`src/rtl/ifu_fetch_stage_pkg.sv`:
```
// Shared constants, state encoding and fetch-buffer entry layout for the fetch stage.
package ifu_fetch_stage_pkg;

    localparam logic [31:0] RESET_PC_DEFAULT = 32'h8000_0000;
    localparam logic [31:0] NOP_INST         = 32'h0000_0013;

    localparam logic [3:0] MCAUSE_INSN_MISALIGNED   = 4'd0;
    localparam logic [3:0] MCAUSE_INSN_ACCESS_FAULT = 4'd1;

    // Major opcodes, bits [6:2] of the instruction word
    localparam logic [4:0] OPC_LOAD     = 5'b00000;
    localparam logic [4:0] OPC_MISC_MEM = 5'b00011;
    localparam logic [4:0] OPC_OP_IMM   = 5'b00100;
    localparam logic [4:0] OPC_AUIPC    = 5'b00101;
    localparam logic [4:0] OPC_STORE    = 5'b01000;
    localparam logic [4:0] OPC_OP       = 5'b01100;
    localparam logic [4:0] OPC_LUI      = 5'b01101;
    localparam logic [4:0] OPC_BRANCH   = 5'b11000;
    localparam logic [4:0] OPC_JALR     = 5'b11001;
    localparam logic [4:0] OPC_JAL      = 5'b11011;
    localparam logic [4:0] OPC_SYSTEM   = 5'b11100;

    typedef enum logic [1:0] {
        ST_REQ  = 2'd0,
        ST_WAIT = 2'd1,
        ST_KILL = 2'd2
    } fetch_state_e;

    typedef struct packed {
        logic [31:0] pc;
        logic [31:0] inst;
        logic        exc;
        logic [3:0]  mcause;
    } fetch_entry_t;

    // Build a buffer entry from a memory response; faulting fetches become a NOP carrying the fault.
    function automatic fetch_entry_t make_entry(input logic [31:0] pc,
                                                input logic [31:0] rdata,
                                                input logic        err);
        fetch_entry_t e;
        e.pc     = pc;
        e.inst   = err ? NOP_INST : rdata;
        e.exc    = err;
        e.mcause = err ? MCAUSE_INSN_ACCESS_FAULT : MCAUSE_INSN_MISALIGNED;
        return e;
    endfunction

endpackage

```
`src/rtl/ifu_fetch_stage_fifo.sv`:
```
// Small circular buffer for fetched entries; clear empties it in one cycle.
module fetch_fifo #(
    parameter int WIDTH = 8,
    parameter int DEPTH = 2
) (
    input  logic                     i_clock,
    input  logic                     i_reset,
    input  logic                     i_clear,
    input  logic                     i_push,
    input  logic [WIDTH-1:0]         i_wdata,
    input  logic                     i_pop,
    output logic [WIDTH-1:0]         o_rdata,
    output logic                     o_full,
    output logic                     o_empty,
    output logic [$clog2(DEPTH):0]   o_count
);
    localparam int AW = $clog2(DEPTH);
    localparam int CW = AW + 1;

    logic [WIDTH-1:0] mem_q [DEPTH];
    logic [AW-1:0]    wptr_q, rptr_q;
    logic [CW-1:0]    count_q;
    logic             do_push, do_pop;

    assign o_empty = (count_q == '0);
    assign o_full  = (count_q == CW'(DEPTH));
    assign o_count = count_q;
    assign o_rdata = mem_q[rptr_q];

    // A full buffer can still take a push when the head leaves in the same cycle.
    assign do_pop  = i_pop && !o_empty;
    assign do_push = i_push && (!o_full || do_pop);

    // Storage array; contents need no reset since empty entries are never presented.
    always_ff @(posedge i_clock) begin
        if (do_push && !i_clear) mem_q[wptr_q] <= i_wdata;
    end

    // Pointer and occupancy bookkeeping.
    always_ff @(posedge i_clock or posedge i_reset) begin
        if (i_reset) begin
            wptr_q  <= '0;
            rptr_q  <= '0;
            count_q <= '0;
        end else if (i_clear) begin
            wptr_q  <= '0;
            rptr_q  <= '0;
            count_q <= '0;
        end else begin
            if (do_push) wptr_q <= wptr_q + AW'(1);
            if (do_pop)  rptr_q <= rptr_q + AW'(1);
            count_q <= count_q + CW'(do_push) - CW'(do_pop);
        end
    end

endmodule

```
`src/rtl/ifu_fetch_stage.sv`:
```
// Instruction fetch: one outstanding word fetch, buffered results, immediate decode at the head.
module ifu_fetch_stage
    import ifu_fetch_stage_pkg::*;
#(
    parameter logic [31:0] RESET_PC   = RESET_PC_DEFAULT,
    parameter int          FIFO_DEPTH = 2
) (
    input  logic        i_clock,
    input  logic        i_reset,
    input  logic        i_flush,
    input  logic [31:0] i_redirect_pc,
    output logic        o_mem_req_valid,
    output logic [31:0] o_mem_addr,
    input  logic        i_mem_req_ready,
    input  logic        i_mem_resp_valid,
    input  logic [31:0] i_mem_rdata,
    input  logic        i_mem_resp_err,
    output logic        o_valid,
    input  logic        i_ready,
    output logic [31:0] o_inst,
    output logic [31:0] o_imm,
    output logic [31:0] o_pc,
    output logic        o_exception,
    output logic [3:0]  o_mcause
);
    localparam int              CW      = $clog2(FIFO_DEPTH) + 1;
    localparam int              EW      = $bits(fetch_entry_t);
    localparam logic [CW:0]     DEPTH_C = (CW + 1)'(FIFO_DEPTH);

    fetch_state_e state_q, state_d;
    logic [31:0]  fetch_pc_q, fetch_pc_d;
    logic [31:0]  req_pc_q;
    logic         stall_q, stall_d;

    logic          push, pop, fifo_full, fifo_empty;
    logic [CW-1:0] fifo_count;
    logic [CW:0]   occupancy;
    fetch_entry_t  push_entry, head;
    logic          inflight, credit, misaligned, req_fire;

    // Credit counts buffered entries plus the fetch in flight so every response has a slot.
    assign inflight   = (state_q != ST_REQ);
    assign occupancy  = {1'b0, fifo_count} + (CW + 1)'(inflight);
    assign credit     = !fifo_full && (occupancy < DEPTH_C);
    assign misaligned = |fetch_pc_q[1:0];

    assign o_mem_req_valid = !i_reset && (state_q == ST_REQ) && credit && !misaligned;
    assign o_mem_addr      = fetch_pc_q;
    assign req_fire        = o_mem_req_valid && i_mem_req_ready;
    assign pop             = !fifo_empty && i_ready;

    // Next-state logic; flush overrides everything, killing any fetch still owed a response.
    always_comb begin
        state_d    = state_q;
        fetch_pc_d = fetch_pc_q;
        stall_d    = stall_q;
        push       = 1'b0;
        push_entry = make_entry(req_pc_q, i_mem_rdata, i_mem_resp_err);
        unique case (state_q)
            ST_REQ: begin
                if (misaligned) begin
                    // Report the bad PC once, then sit here until redirected.
                    if (credit && !stall_q) begin
                        push       = 1'b1;
                        push_entry = '{pc: fetch_pc_q, inst: NOP_INST, exc: 1'b1,
                                       mcause: MCAUSE_INSN_MISALIGNED};
                        stall_d    = 1'b1;
                    end
                end else if (req_fire) begin
                    fetch_pc_d = fetch_pc_q + 32'd4;
                    state_d    = ST_WAIT;
                end
            end
            ST_WAIT: begin
                if (i_mem_resp_valid) begin
                    push    = 1'b1;
                    state_d = ST_REQ;
                end
            end
            ST_KILL: begin
                if (i_mem_resp_valid) state_d = ST_REQ;
            end
            default: state_d = ST_REQ;
        endcase
        if (i_flush) begin
            push       = 1'b0;
            fetch_pc_d = i_redirect_pc;
            stall_d    = 1'b0;
            state_d    = (req_fire || (inflight && !i_mem_resp_valid)) ? ST_KILL : ST_REQ;
        end
    end

    // State, fetch PC and the PC of the outstanding request.
    always_ff @(posedge i_clock or posedge i_reset) begin
        if (i_reset) begin
            state_q    <= ST_REQ;
            fetch_pc_q <= RESET_PC;
            req_pc_q   <= '0;
            stall_q    <= 1'b0;
        end else begin
            state_q    <= state_d;
            fetch_pc_q <= fetch_pc_d;
            stall_q    <= stall_d;
            if (req_fire) req_pc_q <= fetch_pc_q;
        end
    end

    fetch_fifo #(
        .WIDTH (EW),
        .DEPTH (FIFO_DEPTH)
    ) u_fifo (
        .i_clock (i_clock),
        .i_reset (i_reset),
        .i_clear (i_flush),
        .i_push  (push),
        .i_wdata (push_entry),
        .i_pop   (pop),
        .o_rdata (head),
        .o_full  (fifo_full),
        .o_empty (fifo_empty),
        .o_count (fifo_count)
    );

    assign o_valid = !fifo_empty;

    // Head fields, forced to zero whenever nothing is buffered.
    always_comb begin
        o_inst      = '0;
        o_pc        = '0;
        o_exception = 1'b0;
        o_mcause    = '0;
        if (!fifo_empty) begin
            o_inst      = head.inst;
            o_pc        = head.pc;
            o_exception = head.exc;
            o_mcause    = head.mcause;
        end
    end

    // Immediate extraction by instruction format.
    always_comb begin
        o_imm = '0;
        case (o_inst[6:2])
            OPC_OP_IMM, OPC_LOAD, OPC_JALR, OPC_SYSTEM:
                o_imm = {{20{o_inst[31]}}, o_inst[31:20]};
            OPC_STORE:
                o_imm = {{20{o_inst[31]}}, o_inst[31:25], o_inst[11:7]};
            OPC_BRANCH:
                o_imm = {{19{o_inst[31]}}, o_inst[31], o_inst[7], o_inst[30:25], o_inst[11:8], 1'b0};
            OPC_LUI, OPC_AUIPC:
                o_imm = {o_inst[31:12], 12'b0};
            OPC_JAL:
                o_imm = {{11{o_inst[31]}}, o_inst[31], o_inst[19:12], o_inst[20], o_inst[30:21], 1'b0};
            default:
                o_imm = '0;
        endcase
    end

endmodule
```
`config.mk`:
```
export PLATFORM = sky130hd
export DESIGN_NAME = ifu_fetch_stage
export DESIGN_NICKNAME = d
export VERILOG_FILES = /design/src/rtl/ifu_fetch_stage_pkg.sv /design/src/rtl/ifu_fetch_stage_fifo.sv /design/src/rtl/ifu_fetch_stage.sv
export SDC_FILE = /design/constraint.sdc
export NUM_CORES = 1
export LEC_CHECK = 0
export BUFFER_PORTS_ARGS = -buffer_cell sky130_fd_sc_hd__buf_2
export CAP_MARGIN = 0
export CORE_MARGIN = 2
export CORE_UTILIZATION = 55
export DETAILED_ROUTE_END_ITERATION = 10
export PLACE_DENSITY = 0.91
export SYNTH_ARGS = -nofsm -noshare
export SYNTH_HDL_FRONTEND = slang
export SYNTH_HIERARCHICAL = 1
export SYNTH_SLANG_ARGS = --single-unit
```
`constraint.sdc`:
```
create_clock -name i_clock -period 10.43 [get_ports i_clock]
set_input_delay 0 -clock i_clock [delete_from_list [all_inputs] [get_ports i_clock]]
set_output_delay 0 -clock i_clock [all_outputs]
set_load 0.01 [all_outputs]
```
Word-level counts from Yosys, hierarchy flattened
Memory sizes are Yosys's and may differ from the RTL's.
Cells that the tools add are included.
W data, S select, Z words.
{"block": "classes", "addsub": 6, "multipliers": 0, "n_div": 0, "magnitude_cmp": 1, "n_eq_ne": 15, "shift": 0, "n_mux": 36, "bitwise_logic": 0, "reduce_logical": 37}
{"cell": "$mux W32", "count": 7}
{"cell": "$mux W69", "count": 3}
{"cell": "$pmux W32 S5", "count": 1}
{"cell": "$add A32 B3 Y32 const B", "count": 1}
{"cell": "$eq A5 B5 Y1 const B", "count": 4}
{"cell": "$mux W1", "count": 16}
{"cell": "$reduce_bool A2 Y1", "count": 7}
{"cell": "$mux W2", "count": 6}
{"cell": "$logic_and A1 B1 Y1", "count": 11}
{"cell": "$eq A5 B3 Y1 const B", "count": 2}
{"cell": "$eq A5 B4 Y1 const B", "count": 2}
{"cell": "$reduce_and A3 Y1", "count": 3}
{"cell": "$logic_not A1 Y1", "count": 7}
{"cell": "$ne A3 B3 Y1 const B", "count": 2}
{"cell": "$reduce_or A2 Y1", "count": 3}
{"cell": "$logic_not A5 Y1", "count": 1}
{"cell": "$eq A2 B2 Y1 const B", "count": 2}
{"cell": "$logic_not A2 Y1", "count": 2}
{"cell": "$mux W4", "count": 1}
{"cell": "$pmux W2 S2", "count": 1}
{"cell": "$reduce_or A4 Y1", "count": 1}
{"cell": "$add A2 B1 Y3", "count": 1}
{"cell": "$lt A3 B2 Y1 const B", "count": 1}
{"cell": "$ne A3 B1 Y1 const B", "count": 1}
{"cell": "7 further kinds", "count": 9}
{"block": "word_totals", "ff_bits": 71, "latchBits": 0, "ram_bits": 138, "mem_bits_ro": 0, "out_inout_bits": 135, "elab_cells": 103, "mem_count": 1}
{"memory": "u_fifo.mem_q", "depth": 2, "word_bits": 69, "read_ports": 1, "rd_ports_with_merged_regs": 0, "wr": 1, "line": "ifu_fetch_stage_fifo.sv:20", "rtl": "logic [WIDTH-1:0] mem_q [DEPTH];"}

Logic depth before layout (Yosys ltp)
{"block": "depth", "word_depth": 13, "depth_mapped": 15, "depth_no_buf": 12}

Hierarchy
The synthesis kept the hierarchy.
{"mod": "fetch_fifo", "instances": 1, "cells_each": 245, "area_per_inst_um2": 5225.0, "seq_area_each_um2": 4244.1}
{"mod": "ifu_fetch_stage", "instances": 1, "cells_each": 632, "area_per_inst_um2": 4914.7, "seq_area_each_um2": 1677.9}

Least setup slack after synthesis
OpenSTA, ideal clock, no wires.
{"block": "synth_path", "path_kind": "register -> register", "startpoint": "register state_q[0]", "endpoint": "memory u_fifo/mem_q[1][0] (netlist bit), enable pin", "arrival_ns": 7.502, "required_ns": 9.834, "slack_ns": 2.332, "stages_incl_launch_ff": 12, "n_path_buf": 3, "period_less_slack_ns": 8.098, "cell_sequence": "dfrtp_1 > inv_1 > ha_1 > or3b_1 > buf_2 > nor3_1 > clkbuf_1 > buf_2 > a21oi_1 > nor2_1 > o21ai_1 > nor3b_1"}
{"block": "synth_between", "elab_chain_len": 13}
{"element": "from (decl)", "line": "ifu_fetch_stage.sv:30", "rtl": "fetch_state_e state_q, state_d;"}
{"element": "from (signal assigned)", "line": "ifu_fetch_stage.sv:101", "rtl": "state_q <= state_d;"}
{"element": "$reduce_bool A2 Y1", "line": "ifu_fetch_stage.sv:42", "rtl": "assign inflight = (state_q != ST_REQ);"}
{"element": "$add A2 B1 Y3", "line": "ifu_fetch_stage.sv:43", "rtl": "assign occupancy = {1'b0, fifo_count} + (CW + 1)'(inflight);"}
{"element": "$lt A3 B2 Y1", "line": "ifu_fetch_stage.sv:44", "rtl": "assign credit = !fifo_full && (occupancy < DEPTH_C);"}
{"element": "$logic_and A1 B1 Y1", "line": "ifu_fetch_stage.sv:44"}
{"element": "$logic_and A1 B1 Y1", "line": "ifu_fetch_stage.sv:63", "rtl": "if (credit && !stall_q) begin"}
{"element": "$mux W1", "line": "ifu_fetch_stage.sv:63"}
{"element": "$mux W1", "line": "ifu_fetch_stage.sv:61", "rtl": "if (misaligned) begin"}
{"element": "$pmux W1 S2 *", "line": "ifu_fetch_stage.sv:59", "rtl": "unique case (state_q)"}
{"element": "$mux W1 *", "line": "ifu_fetch_stage.sv:85", "rtl": "if (i_flush) begin"}
{"element": "named net push", "line": "ifu_fetch_stage.sv:35", "rtl": "logic push, pop, fifo_full, fifo_empty;"}
{"element": "$logic_and A1 B1 Y1 *", "line": "ifu_fetch_stage_fifo.sv:32", "rtl": "assign do_push = i_push && (!o_full || do_pop);"}
{"element": "$logic_and A1 B1 Y1 *", "line": "ifu_fetch_stage_fifo.sv:36", "rtl": "if (do_push && !i_clear) mem_q[wptr_q] <= i_wdata;"}
{"element": "$mux W1 *", "line": "ifu_fetch_stage_fifo.sv:36"}
{"element": "$mux W1 (implied by the code) *", "line": "ifu_fetch_stage_fifo.sv:36"}
{"element": "to (decl)", "line": "ifu_fetch_stage_fifo.sv:20"}
The timed path passes the listed nets; every way through them passes the cells marked *.

==> flow_summary.html <==
<table>
<tr><th>Metric</th><th>Value</th></tr>
<tr><th colspan="2">Floorplan</th></tr>
<tr><td>Standard-cell row count</td><td>49</td></tr>
<tr><td>Effective utilization at floorplan</td><td>0.563</td></tr>
<tr><td>Core Area</td><td>~18000 um^2</td></tr>
<tr><td>Total die area</td><td>19500 um^2</td></tr>
<tr><td>Num ports</td><td>~200</td></tr>
<tr><td>Die width</td><td>between 100 and 150 um</td></tr>
<tr><td>Vertical extent of the die</td><td>between 100 and 150 um</td></tr>
<tr><th colspan="2">Drt</th></tr>
<tr><td>Drt via density</td><td>roughly 6</td></tr>
<tr><td>DR pass1 iterations</td><td>5</td></tr>
<tr><td>DRT antenna net count</td><td>0</td></tr>
<tr><td>Count of unresolved DRC violations after routing</td><td>0</td></tr>
<tr><td>Routed wirelength normalized by instance count</td><td>between 15 and 20 um</td></tr>
<tr><td>Total wirelength of the detailed-routed design</td><td>around 27000 um</td></tr>
<tr><td>Via total after detailed routing</td><td>between 8000 and 9000</td></tr>
<tr><td>Iteration-0 DRC count of the detailed router</td><td>roughly 700</td></tr>
<tr><th colspan="2">Setup path</th></tr>
<tr><td>Required time of the critical path</td><td>roughly 10 ns</td></tr>
<tr><td>R2R Path End</td><td>u_fifo/mem_q[1][17]</td></tr>
<tr><td>Capture point of the critical path</td><td>o_imm[29]</td></tr>
<tr><td>Cell-by-cell listing of the critical path</td><td>buf_4, mux2_2, nand2b_1, a22o_1, a221oi_1, buf_4, o21ai_0, buf_2</td></tr>
<tr><td>Master of the slowest instance on the critical path</td><td>sky130_fd_sc_hd__dfrtp_2</td></tr>
<tr><td>Depth of the most critical reg-to-reg path</td><td>9</td></tr>
<tr><td>CP Max Fanout</td><td>36</td></tr>
<tr><td>Setup slack on the worst flop-to-flop path</td><td>approximately 7 ns</td></tr>
<tr><td>Cell family with the largest share of critical-path delay</td><td>buffers and inverters</td></tr>
<tr><td>CP most frequent cell</td><td>sky130_fd_sc_hd__buf_4</td></tr>
<tr><td>Bufs and invs on worst path</td><td>3</td></tr>
<tr><td>Worst Path Class, Setup</td><td>flop to primary output</td></tr>
<tr><td>Longest individual stage delay on the worst path</td><td>around 0.93 ns</td></tr>
<tr><td>Sort of element at the start of the critical path</td><td>flop</td></tr>
<tr><td>Arrival @ worst endpoint</td><td>roughly 3.8 ns</td></tr>
<tr><td>Startpoint of the worst setup timing path</td><td>u_fifo/rptr_q</td></tr>
<tr><td>Reg-to-reg critical path startpoint</td><td>state_q[0]</td></tr>
<tr><td>Number of logic stages on the critical path including buffering</td><td>8</td></tr>
<tr><td>Critical Path Sink Type</td><td>primary output</td></tr>
<tr><th colspan="2">Run status</th></tr>
<tr><td>Result of the run</td><td>finished, final reports clean</td></tr>
<tr><th colspan="2">Global route</th></tr>
<tr><td>Total global routing track utilization</td><td>0.274</td></tr>
<tr><td>Total congestion overflow</td><td>0</td></tr>
<tr><td>Initial antenna violation count</td><td>2</td></tr>
<tr><td>Number of global-route vias before repair</td><td>7932</td></tr>
<tr><td>Maximum number of pins on one net before global-route repair</td><td>73</td></tr>
<tr><td>Wire length of the first global-routing pass</td><td>between 40000 and 50000 um</td></tr>
<tr><th colspan="2">Logic synthesis</th></tr>
<tr><td>Cell Area, Synth</td><td>10100 um^2</td></tr>
<tr><td>Leading cell types by total area after synthesis</td><td>sky130_fd_sc_hd__edfxtp_1, sky130_fd_sc_hd__dfrtp_1, sky130_fd_sc_hd__mux2_2</td></tr>
<tr><td>Post-Synth Adder-Cell Area</td><td>0.00494</td></tr>
<tr><td>Largest area contributor in the synthesized netlist</td><td>sky130_fd_sc_hd__edfxtp_1</td></tr>
<tr><td>Share of the synthesized netlist area taken by xor and xnor gates</td><td>0.00346</td></tr>
<tr><td>Total of flip-flops plus latches after synthesis</td><td>about 210</td></tr>
<tr><td>Proportion of netlist area held by the largest area contributor</td><td>0.409</td></tr>
<tr><td>Warnings from Yosys</td><td>6</td></tr>
<tr><td>Largest family of logic cells by synthesized area</td><td>simple AND/OR/NAND/NOR gates</td></tr>
<tr><td>Share of synthesized area spent on multiplexers</td><td>0.118</td></tr>
<tr><td>Sequential area share after synthesis</td><td>0.584</td></tr>
<tr><td>Compound-cell area share of the yosys netlist</td><td>0.0671</td></tr>
<tr><td>Mean Syn Cell Area</td><td>roughly 12 um^2</td></tr>
<tr><td>Top FF cell, synth</td><td>sky130_fd_sc_hd__edfxtp_1</td></tr>
<tr><td>Async set-or-reset flop fraction in the synthesized netlist</td><td>0.340</td></tr>
<tr><td>Number of synthesized flops with an enable pin</td><td>roughly 140</td></tr>
<tr><td>Count of mapped cells out of synthesis</td><td>877</td></tr>
<tr><td>Dominant cell by count in the synthesized netlist</td><td>sky130_fd_sc_hd__edfxtp_1</td></tr>
<tr><td>Top cells by instance count after synthesis</td><td>sky130_fd_sc_hd__edfxtp_1, sky130_fd_sc_hd__nand2_1, sky130_fd_sc_hd__mux2_2</td></tr>
<tr><td>Simple-gate share of the synthesized area</td><td>0.192</td></tr>
<tr><td>Number of unique standard cell types used by synthesis</td><td>53</td></tr>
<tr><th colspan="2">Pwr</th></tr>
<tr><td>Static leakage</td><td>between 0.005 and 0.006 uW</td></tr>
<tr><td>Relative contribution of the clock network to total power</td><td>0.316</td></tr>
<tr><td>Worst VDD drop</td><td>~0.15 mV</td></tr>
<tr><td>Internal Pwr Total</td><td>~1600 uW</td></tr>
<tr><td>Relative contribution of sequential cells to total power</td><td>0.485</td></tr>
<tr><td>Combinational group share of total power</td><td>0.198</td></tr>
<tr><td>Reported net switching power</td><td>approximately 620 uW</td></tr>
<tr><td>Cell Pwr Density</td><td>around 170 nW/um^2</td></tr>
<tr><td>Switching power share of the total</td><td>0.280</td></tr>
<tr><th colspan="2">Flow run</th></tr>
<tr><td>Number of violations of the max-capacitance limit</td><td>0</td></tr>
<tr><th colspan="2">Timing</th></tr>
<tr><td>Setup slack of the critical path after layout</td><td>between 6 and 7 ns</td></tr>
<tr><td>Worst Max-Slew Pin Slew</td><td>around 1.0 ns</td></tr>
<tr><td>Final number of hold-violating endpoints</td><td>0</td></tr>
<tr><td>Worst Skew</td><td>approximately 0.031 ns</td></tr>
<tr><td>Final worst-path cycle share</td><td>0.359</td></tr>
<tr><td>Final setup vio count</td><td>0</td></tr>
<tr><td>Setup repair after global routing missed its margin</td><td>false</td></tr>
<tr><td>Post-route setup TNS</td><td>0 ns</td></tr>
<tr><td>Post-layout minimum cycle time</td><td>approximately 3.7 ns</td></tr>
<tr><td>Slew Limit Fails</td><td>0</td></tr>
<tr><td>Slew Limit Headroom</td><td>0.308</td></tr>
<tr><td>Highest attainable clock frequency</td><td>around 270 MHz</td></tr>
<tr><th colspan="2">Clock network</th></tr>
<tr><td>Number of clock buffers inserted by TritonCTS</td><td>21</td></tr>
<tr><td>Clock insertion delay at the later pin of the skew report</td><td>between 0.5 and 0.6 ns</td></tr>
<tr><td>Number of resized instances in the post-cts repair step</td><td>0</td></tr>
<tr><td>Clock net sink count</td><td>between 200 and 250</td></tr>
<tr><td>Postcts setup bufs</td><td>0</td></tr>
<tr><td>Clk slew on worst S/H paths</td><td>roughly 0.07 ns</td></tr>
<tr><td>TritonCTS clock tree</td><td>built</td></tr>
<tr><td>CTS Root Cell</td><td>sky130_fd_sc_hd__clkbuf_16</td></tr>
<tr><td>Buffers from clock root to sink, at most</td><td>3</td></tr>
<tr><td>CTS H-Tree Depth</td><td>1</td></tr>
<tr><th colspan="2">Final layout</th></tr>
<tr><td># nets final</td><td>between 1000 and 1500</td></tr>
<tr><td>Number of non-filler instances in the completed layout</td><td>~1400</td></tr>
<tr><td>Share of post-route cells with drive strength above 1</td><td>0.319</td></tr>
<tr><td>Area growth, synth to finish</td><td>25.6%</td></tr>
<tr><td>Final core utilization</td><td>0.707</td></tr>
<tr><td>Finished Cell Area</td><td>between 10000 and 15000 um^2</td></tr>
<tr><th colspan="2">Place</th></tr>
<tr><td>Final HPWL DP</td><td>16900 um</td></tr>
<tr><td>GPL Wtd Cong</td><td>0.994</td></tr>
<tr><td>Pre-CTS worst setup slack</td><td>between 7 and 8 ns</td></tr>
<tr><td>Cell count after placement</td><td>approximately 1300</td></tr>
<tr><td>Quantity of I/O buffers inserted on ports</td><td>between 200 and 250</td></tr>
<tr><td>Instance area at placement</td><td>11400 um^2</td></tr>
<tr><th colspan="2">Min path</th></tr>
<tr><td>Hold crit path type</td><td>input pin to async pin</td></tr>
</table>
-- tightest hold or removal path, cell delays in order --
cell,delay (ns)
sky130_fd_sc_hd__dlygate4sd3_1,0.53
sky130_fd_sc_hd__buf_2,0.15
sky130_fd_sc_hd__inv_2,0.26
-- worst min path at each step --
| stage | endpoint | slack, ns |
|---|---|---|
| after detailed placement | u_fifo/o_count[1] | -0.07 |
| after global routing | req_pc_q[8] | 0.05 |
| after global placement | u_fifo/o_count[1] | -0.07 |
| after CTS | req_pc_q[3] | 0.02 |
| after floorplan | u_fifo/o_count[0] | -0.23 |
| final | req_pc_q[5] | 0.03 |
-- per-layer routing --
metal  GRT usage  routed length [um]  vias to the layer above
li1            -                   -                     3697
met1       0.356               10600                     3850
met2       0.475               13500                      537
met3      0.0454                2530                       93
met4      0.0837                 820                        2
met5           0                   8                        -
-- logic make-up (layout without fill, tap and decap cells) --
group	Yosys count	in the layout
fa+ha+maj	4	4
simple gates	370	370
flops	209	209
buf+inv	78	353
mux	106	106
xor+xnor	4	4
compound gates	105	105
other cells	1	7
-- cells in the final DEF, fill, tap and decap left out, drive strengths merged, types with 9 or more instances in the layout --
| cell | synthesis | layout |
|---|---|---|
| nor2 | 40 | 40 |
| inv | 25 | 26 |
| and2 | 31 | 31 |
| dlygate4sd3 | 0 | 71 |
| edfxtp | 138 | 138 |
| clkinv | 2 | 12 |
| a21oi | 10 | 10 |
| or4 | 21 | 21 |
| nor2b | 69 | 69 |
| dfrtp | 70 | 70 |
| nand3 | 19 | 19 |
| nand2 | 123 | 123 |
| a31oi | 15 | 15 |
| nand4 | 14 | 14 |
| clkbuf | 37 | 23 |
| buf | 14 | 218 |
| o21ai | 40 | 40 |
| nor3b | 9 | 9 |
| mux2 | 105 | 105 |
| o31ai | 13 | 13 |
-- power by group through the flow --
stage	logic [uW]	clock network [uW]	registers (uW)
floorplan	268	0	1070
global placement	392	0	1080
detailed placement	405	0	1080
CTS	431	710	1070
global route	479	736	1080
finish	439	701	1070
-- through the flow --
step,power [uW],hold WS [ns]
2_1_floorplan,1340,-0.234
3_3_place_gp,1470,-0.0693
3_5_place_dp,1490,-0.0671
4_1_cts,2210,0.0215
5_1_grt,2300,0.0481
6_report,2210,0.0348
-- what timing repair did --
item / in CTS / in global routing
hold endpoints to repair: 121 / 0
hold buffers: 71 / 0
endpoints found under the setup margin: 0 / 0
-- final cells by class --
type	count	area, um^2
inverters	27	101
fillers	1220	5290
repair buffers	289	1830
well taps	229	287
diodes	1	2.50
clock inverters	14	103
flip-flops and latches	209	5920
clock buffers	23	533
multi-input cells	595	3950
-- state kept, by name (all words and copies together), names as in the netlist --
signal and cells:
u_fifo/o_count 2, o_mem_addr 32, req_pc_q 32, u_fifo/rptr_q 1, stall_q 1, u_fifo/wptr_q 1, u_fifo/mem_q 138, state_q 2
Note: power is estimated with default switching activity, not from simulation.
